## config.mk

```make
export PLATFORM = sky130hd
export DESIGN_NAME = freq_measure_ctrl
export DESIGN_NICKNAME = d
export VERILOG_FILES = /design/src/rtl/freq_measure_ctrl.sv
export SDC_FILE = /design/constraint.sdc
export NUM_CORES = 1
export LEC_CHECK = 0
export BUFFER_PORTS_ARGS = -buffer_cell sky130_fd_sc_hd__buf_2
export CAP_MARGIN = 0
export CELL_PAD_IN_SITES_DETAIL_PLACEMENT = 1
export CELL_PAD_IN_SITES_GLOBAL_PLACEMENT = 2
export CORE_MARGIN = 2
export CORE_UTILIZATION = 30
export CTS_CLUSTER_SIZE = 16
export DETAILED_ROUTE_END_ITERATION = 7
export GPL_ROUTABILITY_DRIVEN = 0
export GPL_TIMING_DRIVEN = 0
export PLACE_DENSITY = 0.79
export SYNTH_ARGS = -nofsm -noshare
export SYNTH_HDL_FRONTEND = slang
export SYNTH_SLANG_ARGS = --single-unit
```

## constraint.sdc

```tcl
create_clock -name adc_clk -period 2.71 [get_ports adc_clk]
set_clock_uncertainty 0.05 [all_clocks]
set_input_delay 0.813 -clock adc_clk [delete_from_list [all_inputs] [get_ports adc_clk]]
set_output_delay 0.813 -clock adc_clk [all_outputs]
set_load 0.01 [all_outputs]
```

## src/rtl/freq_measure_ctrl.sv

```systemverilog
// rtl/freq_measure_ctrl.sv - measurement sequencer for the freq_detector period datapath
//
// Restarts the detector, waits (with timeout) for det_stable, takes NUM_SAMPLES
// period readings SAMPLE_GAP cycles apart, checks their max-min spread and
// publishes the truncated average over a valid/ready handshake. A spread
// failure re-measures up to MAX_RETRY times. Single-shot or continuous.
//
// Optional feature macro: FREQ_MEAS_RANGE_CHECK_EN
//   adds parameters MIN_PERIOD/MAX_PERIOD and output err_range; an average
//   outside [MIN_PERIOD, MAX_PERIOD] is retried like a spread failure.
//
// Ports:
//   adc_clk        clock, rising edge
//   rst            synchronous active-high reset
//   start          one-cycle request, accepted in IDLE only
//   continuous     latched at start; re-arm after each result handshake
//   stop           abort to IDLE from any state
//   det_stable     detector stable flag
//   det_period     detector period reading
//   det_clear      holds the detector in reset while high
//   result_period  averaged period, held while result_valid
//   result_valid   result available
//   result_ready   host accepts the result
//   busy           high in every state except IDLE
//   err_timeout    sticky: det_stable never arrived
//   err_spread     sticky: spread failures exhausted the retries
//   retry_cnt      retries used in the current or last measurement
//   err_range      (optional) sticky: range failures exhausted the retries
module freq_measure_ctrl #(
    parameter int PERIOD_W       = 12,
    parameter int NUM_SAMPLES    = 4,
    parameter int SAMPLE_GAP     = 256,
    parameter int STABLE_TIMEOUT = 65535,
    parameter int TOL            = 4,
    parameter int MAX_RETRY      = 3,
    parameter int CLEAR_CYCLES   = 4
`ifdef FREQ_MEAS_RANGE_CHECK_EN
    ,
    parameter int MIN_PERIOD     = 8,
    parameter int MAX_PERIOD     = 4000
`endif
) (
    input  logic                              adc_clk,
    input  logic                              rst,
    input  logic                              start,
    input  logic                              continuous,
    input  logic                              stop,
    input  logic                              det_stable,
    input  logic [PERIOD_W-1:0]               det_period,
    output logic                              det_clear,
    output logic [PERIOD_W-1:0]               result_period,
    output logic                              result_valid,
    input  logic                              result_ready,
    output logic                              busy,
    output logic                              err_timeout,
    output logic                              err_spread,
    output logic [$clog2(MAX_RETRY+1)-1:0]    retry_cnt
`ifdef FREQ_MEAS_RANGE_CHECK_EN
    ,
    output logic                              err_range
`endif
);

    localparam int LOG2N   = $clog2(NUM_SAMPLES);
    localparam int SUM_W   = PERIOD_W + LOG2N;
    localparam int RETRY_W = $clog2(MAX_RETRY + 1);
    localparam int CLR_W   = $clog2(CLEAR_CYCLES + 1);
    localparam int TMO_W   = $clog2(STABLE_TIMEOUT + 1);
    localparam int GAP_W   = $clog2(SAMPLE_GAP + 1);
    localparam int SMP_W   = $clog2(NUM_SAMPLES + 1);

    localparam logic [2:0] S_IDLE    = 3'd0;
    localparam logic [2:0] S_CLEAR   = 3'd1;
    localparam logic [2:0] S_WAIT    = 3'd2;
    localparam logic [2:0] S_CAPTURE = 3'd3;
    localparam logic [2:0] S_CHECK   = 3'd4;
    localparam logic [2:0] S_REPORT  = 3'd5;
    localparam logic [2:0] S_FAIL    = 3'd6;

    logic [2:0]          state_q, state_d;
    logic                cont_q, cont_d;
    logic [CLR_W-1:0]    clr_cnt_q, clr_cnt_d;
    logic [TMO_W-1:0]    tmo_cnt_q, tmo_cnt_d;
    logic [GAP_W-1:0]    gap_cnt_q, gap_cnt_d;
    logic [SMP_W-1:0]    smp_cnt_q, smp_cnt_d;
    logic [SUM_W-1:0]    sum_q, sum_d;
    logic [PERIOD_W-1:0] min_q, min_d;
    logic [PERIOD_W-1:0] max_q, max_d;
    logic [PERIOD_W-1:0] result_q, result_d;
    logic [RETRY_W-1:0]  retry_q, retry_d;
    logic                err_timeout_q, err_timeout_d;
    logic                err_spread_q, err_spread_d;
`ifdef FREQ_MEAS_RANGE_CHECK_EN
    logic                err_range_q, err_range_d;
`endif

    logic [PERIOD_W-1:0] spread;
    logic [PERIOD_W-1:0] avg;
    logic [SUM_W-1:0]    period_ext;
    logic                range_bad;
    logic                check_ok;

    assign spread     = max_q - min_q;
    assign avg        = PERIOD_W'(sum_q >> LOG2N);
    assign period_ext = SUM_W'(det_period);
`ifdef FREQ_MEAS_RANGE_CHECK_EN
    assign range_bad  = (avg < PERIOD_W'(MIN_PERIOD)) || (avg > PERIOD_W'(MAX_PERIOD));
`else
    assign range_bad  = 1'b0;
`endif
    assign check_ok   = (spread <= PERIOD_W'(TOL)) && !range_bad;

    // Per-state counters default to zero, so each is already cleared when its state is entered.
    always_comb begin
        state_d       = state_q;
        cont_d        = cont_q;
        clr_cnt_d     = '0;
        tmo_cnt_d     = '0;
        gap_cnt_d     = '0;
        smp_cnt_d     = '0;
        sum_d         = sum_q;
        min_d         = min_q;
        max_d         = max_q;
        result_d      = result_q;
        retry_d       = retry_q;
        err_timeout_d = err_timeout_q;
        err_spread_d  = err_spread_q;
`ifdef FREQ_MEAS_RANGE_CHECK_EN
        err_range_d   = err_range_q;
`endif
        if (stop) begin
            state_d = S_IDLE;
        end else begin
            case (state_q)
                S_IDLE: begin
                    if (start) begin
                        state_d       = S_CLEAR;
                        cont_d        = continuous;
                        retry_d       = '0;
                        err_timeout_d = 1'b0;
                        err_spread_d  = 1'b0;
`ifdef FREQ_MEAS_RANGE_CHECK_EN
                        err_range_d   = 1'b0;
`endif
                    end
                end
                S_CLEAR: begin
                    if (clr_cnt_q == CLR_W'(CLEAR_CYCLES - 1)) state_d = S_WAIT;
                    else clr_cnt_d = clr_cnt_q + 1'b1;
                end
                S_WAIT: begin
                    // Stable is checked first so it wins a tie with the timeout.
                    if (det_stable) begin
                        state_d = S_CAPTURE;
                    end else if (tmo_cnt_q == TMO_W'(STABLE_TIMEOUT - 1)) begin
                        state_d       = S_FAIL;
                        err_timeout_d = 1'b1;
                    end else begin
                        tmo_cnt_d = tmo_cnt_q + 1'b1;
                    end
                end
                S_CAPTURE: begin
                    if (!det_stable) begin
                        state_d = S_WAIT;
                    end else begin
                        smp_cnt_d = smp_cnt_q;
                        gap_cnt_d = (gap_cnt_q == GAP_W'(SAMPLE_GAP - 1)) ? '0 : gap_cnt_q + 1'b1;
                        if (gap_cnt_q == '0) begin
                            // First reading seeds the accumulators instead of merging.
                            if (smp_cnt_q == '0) begin
                                sum_d = period_ext;
                                min_d = det_period;
                                max_d = det_period;
                            end else begin
                                sum_d = sum_q + period_ext;
                                if (det_period < min_q) min_d = det_period;
                                if (det_period > max_q) max_d = det_period;
                            end
                            smp_cnt_d = smp_cnt_q + 1'b1;
                            if (smp_cnt_q == SMP_W'(NUM_SAMPLES - 1)) state_d = S_CHECK;
                        end
                    end
                end
                S_CHECK: begin
                    if (check_ok) begin
                        result_d = avg;
                        state_d  = S_REPORT;
                    end else if (retry_q < RETRY_W'(MAX_RETRY)) begin
                        retry_d = retry_q + 1'b1;
                        state_d = S_CLEAR;
                    end else begin
                        state_d = S_FAIL;
`ifdef FREQ_MEAS_RANGE_CHECK_EN
                        if (range_bad) err_range_d = 1'b1;
                        else err_spread_d = 1'b1;
`else
                        err_spread_d = 1'b1;
`endif
                    end
                end
                S_REPORT: begin
                    if (result_ready) begin
                        if (cont_q) begin
                            state_d = S_CLEAR;
                            retry_d = '0;
                        end else begin
                            state_d = S_IDLE;
                        end
                    end
                end
                S_FAIL:  state_d = S_IDLE;
                default: state_d = S_IDLE;
            endcase
        end
    end

    always_ff @(posedge adc_clk) begin
        if (rst) begin
            state_q       <= S_IDLE;
            cont_q        <= 1'b0;
            clr_cnt_q     <= '0;
            tmo_cnt_q     <= '0;
            gap_cnt_q     <= '0;
            smp_cnt_q     <= '0;
            sum_q         <= '0;
            min_q         <= '0;
            max_q         <= '0;
            result_q      <= '0;
            retry_q       <= '0;
            err_timeout_q <= 1'b0;
            err_spread_q  <= 1'b0;
`ifdef FREQ_MEAS_RANGE_CHECK_EN
            err_range_q   <= 1'b0;
`endif
        end else begin
            state_q       <= state_d;
            cont_q        <= cont_d;
            clr_cnt_q     <= clr_cnt_d;
            tmo_cnt_q     <= tmo_cnt_d;
            gap_cnt_q     <= gap_cnt_d;
            smp_cnt_q     <= smp_cnt_d;
            sum_q         <= sum_d;
            min_q         <= min_d;
            max_q         <= max_d;
            result_q      <= result_d;
            retry_q       <= retry_d;
            err_timeout_q <= err_timeout_d;
            err_spread_q  <= err_spread_d;
`ifdef FREQ_MEAS_RANGE_CHECK_EN
            err_range_q   <= err_range_d;
`endif
        end
    end

    assign det_clear     = (state_q == S_CLEAR);
    assign result_valid  = (state_q == S_REPORT);
    assign busy          = (state_q != S_IDLE);
    assign result_period = result_q;
    assign retry_cnt     = retry_q;
    assign err_timeout   = err_timeout_q;
    assign err_spread    = err_spread_q;
`ifdef FREQ_MEAS_RANGE_CHECK_EN
    assign err_range     = err_range_q;
`endif

endmodule
```

## Word level (Yosys, flattened, before mapping)

Cells that the tools add are included.

| word-level totals | value |
|---|---|
| input port bits | 19 |
| register bits | 89 |
| logic and storage cells | 103 |
| output and inout port bits | 19 |

| cells by class | value |
|---|---|
| magnitude comparators | 4 |
| bitwise logic cells | 5 |
| muxes and demuxes | 30 |
| reductions and logical operators | 23 |
| add/sub/neg operators | 7 |
| eq/ne operators | 21 |

Operators by type and width:

| operator | count |
|---|---|
| 12-bit two-way mux | 4 |
| 3-bit two-way mux | 10 |
| 5-bit AND reduction | 4 |
| 3-bit one-hot mux with 6 select lines | 1 |
| 16-bit by 1-bit adder with 16-bit output (second input constant) | 1 |
| 16-bit equality test (second input constant) | 1 |
| 14-bit by 12-bit adder with 14-bit output | 1 |
| 14-bit two-way mux | 1 |
| 3-bit by 2-bit equality test with 1-bit output (second input constant) | 4 |
| 12-bit greater-than comparator | 1 |
| 12-bit by 3-bit <= comparator with 1-bit output (second input constant) | 1 |
| 12-bit less-than comparator | 1 |
| 2-bit != test (second input constant) | 6 |
| 12-bit subtractor | 1 |
| 2-bit two-way mux | 5 |
| 5-bit OR reduction | 2 |
| 9-bit by 1-bit adder with 9-bit output (second input constant) | 1 |
| 9-bit by 8-bit equality test with 1-bit output (second input constant) | 1 |
| 9-bit zero test | 1 |
| 3-bit != test (second input constant) | 3 |
| 2-bit nonzero test | 4 |
| 4-bit OR reduction | 2 |
| 7-bit AND reduction | 1 |
| 3-bit by 1-bit adder with 3-bit output (second input constant) | 2 |
| 15 further kinds | 31 |

## Depth between registers and ports, before layout

| depth | value |
|---|---|
| depth after elaboration | 5 |
| gate-level depth with buffers | 11 |
| gate-level depth less buffers | 11 |

## Worst setup path after synthesis

Ideal clock, no wire load.

| timing path | value |
|---|---|
| path type | input port to flip-flop |
| from | input port det_period[0] |
| to | register sum_q[12] |
| path slack | -0.068 ns |
| setup time | 0.133 ns |
| data required time | 2.527 ns |
| arrival time | 2.595 ns |
| stages on the path | 11 |
| buffers on the path | 0 |
| cells stage by stage | ha_1 -> inv_1 -> fa_1 -> nor2b_1 -> o21a_1 -> o21ai_1 -> a2111o_1 -> a21boi_1 -> o31ai_1 -> a21oi_1 -> o32ai_1 |

| between the ends | value |
|---|---|
| cells in the longest elaborated chain, start to end | 2 |

RTL lines:

| what | line | text |
|---|---|---|
| start, declared | 49 | `input logic [PERIOD_W-1:0] det_period,` |
| 14-bit by 12-bit adder with 14-bit output | 175 | `sum_d = sum_q + period_ext;` |
| 14-bit two-way mux | 170 | `if (smp_cnt_q == '0) begin` |
| end signal, assigned | 242 | `sum_q <= sum_d;` |
| end, declared | 86 | `logic [SUM_W-1:0] sum_q, sum_d;` |

Every way passes these cells.
A chain may end at the register's enable or synchronous reset.

## Worst setup path after layout

| timing path | value |
|---|---|
| from | input port det_period[1] |
| to | register min_q[3] |

| between the ends | value |
|---|---|
| cells in the longest elaborated chain, start to end | 3 |

RTL lines:

| what | line | text |
|---|---|---|
| 12-bit less-than comparator | 176 | `if (det_period < min_q) min_d = det_period;` |
| 2-bit nonzero test (no line) | -- |  |
| 5-bit AND reduction (no line) | -- |  |
| end signal, assigned | 243 | `min_q <= min_d;` |
| end, declared | 87 | `logic [PERIOD_W-1:0] min_q, min_d;` |

Every way passes these cells.

==> results.md <==
- Num Clock Sinks: 89
- Hold Path Cell Cnt: 1
- Initial Util: 30.8%
- Initial antenna violation count: 0
- Fin nets: 775
- Ys async rst share: 0%
- Synth top area cells: dfxtp_1 33%, ha_1 13%, mux2i_1 7.3%, nor2_1 7.1%, nand2_1 3.2%
- Hold-fix buffers, CTS: 0
- Hold Crit Endpoint: clr_cnt_q[0]$_SDFF_PP0_
- R2R setup slack: 130 ps
- Die Width: 138 um
- Global Route met1 Usage: 21.7%
- Hold WC Path Type: reg -> reg
- Vias in the first global route: 4963
- Worst EP arrival: 2800 ps
- Measured slew at the worst slew-check pin: 703 ps
- Count leader, synth: nor2_1
- Clock-pin slew on the worst setup and hold paths: 70 ps
- Sum of negative setup slack: 0 ps
- Register area share after synthesis: 33.2%
- Status: finished, final reports clean
- Worst Reg-to-Reg Cells: 12
- Crit end category: register
- H-tree depth: 3
- Critical path startpoint category: input port
- Syn. warnings: 0
- Worst EP required: 2880 ps
- Total wire length: 15.5 mm
- Post-synth top area share: 33.2%
- Worst hold path startpoint: clr_cnt_q[0]$_SDFF_PP0_
- Final setup viols: 0
- Pwr Density: 432 nW/um^2
- Leak pwr: 2.67 nW
- Remaining DRCs: 0
- Power, Total: 0.00281 W
- Post-DP HPWL: 11.5 mm
- Die ar.: 19000 um^2
- Max cap viols: 0
- Vias: 4744
- Clk pwr share: 43.4%
- Synth-to-layout area growth: 21.0%
- Clock Tree Buf Depth: 2
- First-pass DRT Iterations: 4
- Slew Limit Fails: 0
- Top post-synthesis cells by count: 101 x nor2_1, 89 x dfxtp_1, 57 x ha_1
- Peak supply drop: 224 uV
- GRT Util Overall: 16.8%
- Synthesis-stage register bit count: 89
- Post-route ant nets: 0
- Post-synthesis cell type count: 62
- RSZ-0062 raised after global routing: yes
- Largest net degree at the start of global routing: 17
- CP max FO: 7
- Ys flop type: dfxtp_1
- Share of cells above drive strength 1: 16.5%
- Yosys top cell by area: dfxtp_1
- Met2 Resource Use GR: 28.8%
- Fmax: 380 MHz
- Root Buffer: clkbuf_16
- Setup WS pre-CTS: -525 ps
- Post-DP Area: 5840 um^2
- Remaining global-route overflow: 0
- CORE AREA: 17400 um^2
- Post-synth EDFFs: 0
- Clock buffer count from CTS: 9
- Net Sw Power: 0.000755 W
- Syn Std Cell Area: 5370 um^2
- RR Endpoint: result_period[0]$_SDFFE_PP0P_
- Sequential power share: 47.0%
- Syn_area_per_cell: 8.40 um^2
- Relative slew slack: 53.1%
- Hold Slack: 392 ps
- P_int: 0.00205 W
- Cell area after layout: 6490 um^2
- Clk_lat worst skew: 350 ps
- Vias per inst: 5.11
- GRT met3 Usage: 2.54%
- Critical path type: in -> reg
- Worst setup margin: 80.0 ps
- DRT iter0 DRCs: 198
- ANT cells: 0
- Comb power frac: 9.5%
- Tmin final: 2630 ps
- Routed WL per cell: 16.7 um
- GRT busiest layer: met2
- Synth Instances: 639
- Crit share post-route: 97.0%
- Vert. Die Dim: 138 um
- First-pass GRT wire length: 24.8 mm
- Io pins: 38
- Sw frac: 26.9%
- Worst R2R Start: min_q[1]$_SDFFE_PP0P_
- CTS tree: done
- Synthesized Nets: 716
- Final hold vios: 0
- Port Buffer Count: 35
- Site Rows: 48
## through the flow
step,utilization (%),cells
after floorplan,-,639
after global placement,33.5,899
after detailed placement,33.5,899
after CTS,35.8,921
after global routing,37.3,928
final,37.3,928
## placed cells by master, fill, tap and decap left out, types with 8 or more instances in the layout
cell | Yosys | routed
buf_4 | 3 | 15
nor2_1 | 101 | 101
dfxtp_1 | 89 | 89
nand3_1 | 16 | 16
nor3_1 | 20 | 17
clkbuf_16 | 0 | 9
xor2_1 | 18 | 18
a21o_1 | 10 | 10
o21ai_0 | 15 | 13
mux2i_1 | 39 | 38
ha_1 | 57 | 46
ha_4 | 0 | 9
xnor2_1 | 14 | 14
o21ai_1 | 12 | 11
clkbuf_1 | 12 | 12
nand4_1 | 14 | 14
inv_1 | 44 | 43
nand2_1 | 46 | 46
o211ai_1 | 8 | 8
a21oi_1 | 29 | 28
buf_2 | 3 | 31
## power by group through the flow
stage	Sequential [W]	Combinational, W	Clock, W
after detailed placement	0.00135	0.000241	0
final	0.00132	0.000268	0.00122
after CTS	0.00132	0.000250	0.00125
after global routing	0.00132	0.000298	0.00130
after global placement	0.00135	0.000231	0
after floorplan	0.00135	0.000152	0
## registers in the layout (all words and copies together) (netlist names)
signal and count:
err_spread 1, gap_cnt_q 9, clr_cnt_q 3, max_q 12
result_period 12, sum_q 14, tmo_cnt_q 16, state_q 3
min_q 12, smp_cnt_q 3, err_timeout 1, retry_cnt 2
cont_q 1
## how the worst max path moves through the flow
stage	to	slack, ps	depth (start not counted)	start
finish	min_q[3]$_SDFFE_PP0P_	80	11	det_period[1]
global route	result_period[4]$_SDFFE_PP0P_	-30	12	min_q[1]$_SDFFE_PP0P_
CTS	min_q[3]$_SDFFE_PP0P_	1	11	det_period[9]
detailed placement	sum_q[12]$_SDFFE_PP0P_	-530	12	det_period[0]
global placement	sum_q[12]$_SDFFE_PP0P_	-440	12	det_period[0]
floorplan	sum_q[12]$_SDFFE_PP0P_	-7	11	det_period[0]
## layout make-up
cell class | count | area (um^2)
inverter | 46 | 173
tap | 225 | 282
sequential | 89 | 1780
clock buffer | 9 | 225
clock inverter | 7 | 52.6
multi-input combinational | 482 | 3520
fill | 2085 | 10900
timing repair buffer | 48 | 313
buffer | 22 | 145
## per-layer routing
layer | wire [um] | vias to the layer above | part of all wire, %
li1 | - | 2352 | -
met1 | 7240 | 2312 | 47
met2 | 7520 | 67 | 49
met3 | 556 | 13 | 3.6
met4 | 191 | 0 | 1.2
met5 | 0 | - | 0
## logic make-up after synthesis
family,Yosys count,synth area share [%]
AO/OA/AOI/OAI,113,13.8
XOR/XNOR,32,5.22
adder cells (fa/ha/maj),58,13.7
buffers and inverters,68,5.62
flip-flops,89,33.2
multiplexers,39,7.27
AND/OR/NAND/NOR,240,21.3
## critical path, stage by stage
cell and delay, ps:
buf_4 150, ha_1 290, a21o_1 180, a21oi_2 160, o211ai_1 140, nor3b_4 180, o41ai_4 280, buf_4 190
buf_8 130, mux2i_2 220, nor2_1 50
## what timing repair did
| action | in CTS | in global routing |
|---|---|---|
| cloned | 1 | 1 |
| gates resized for setup | 18 | 45 |
| setup endpoints to repair | 33 | 41 |
| pin swaps | 7 | 20 |
| buffers inserted | 5 | 6 |
Power figures use the tool's default switching activity.
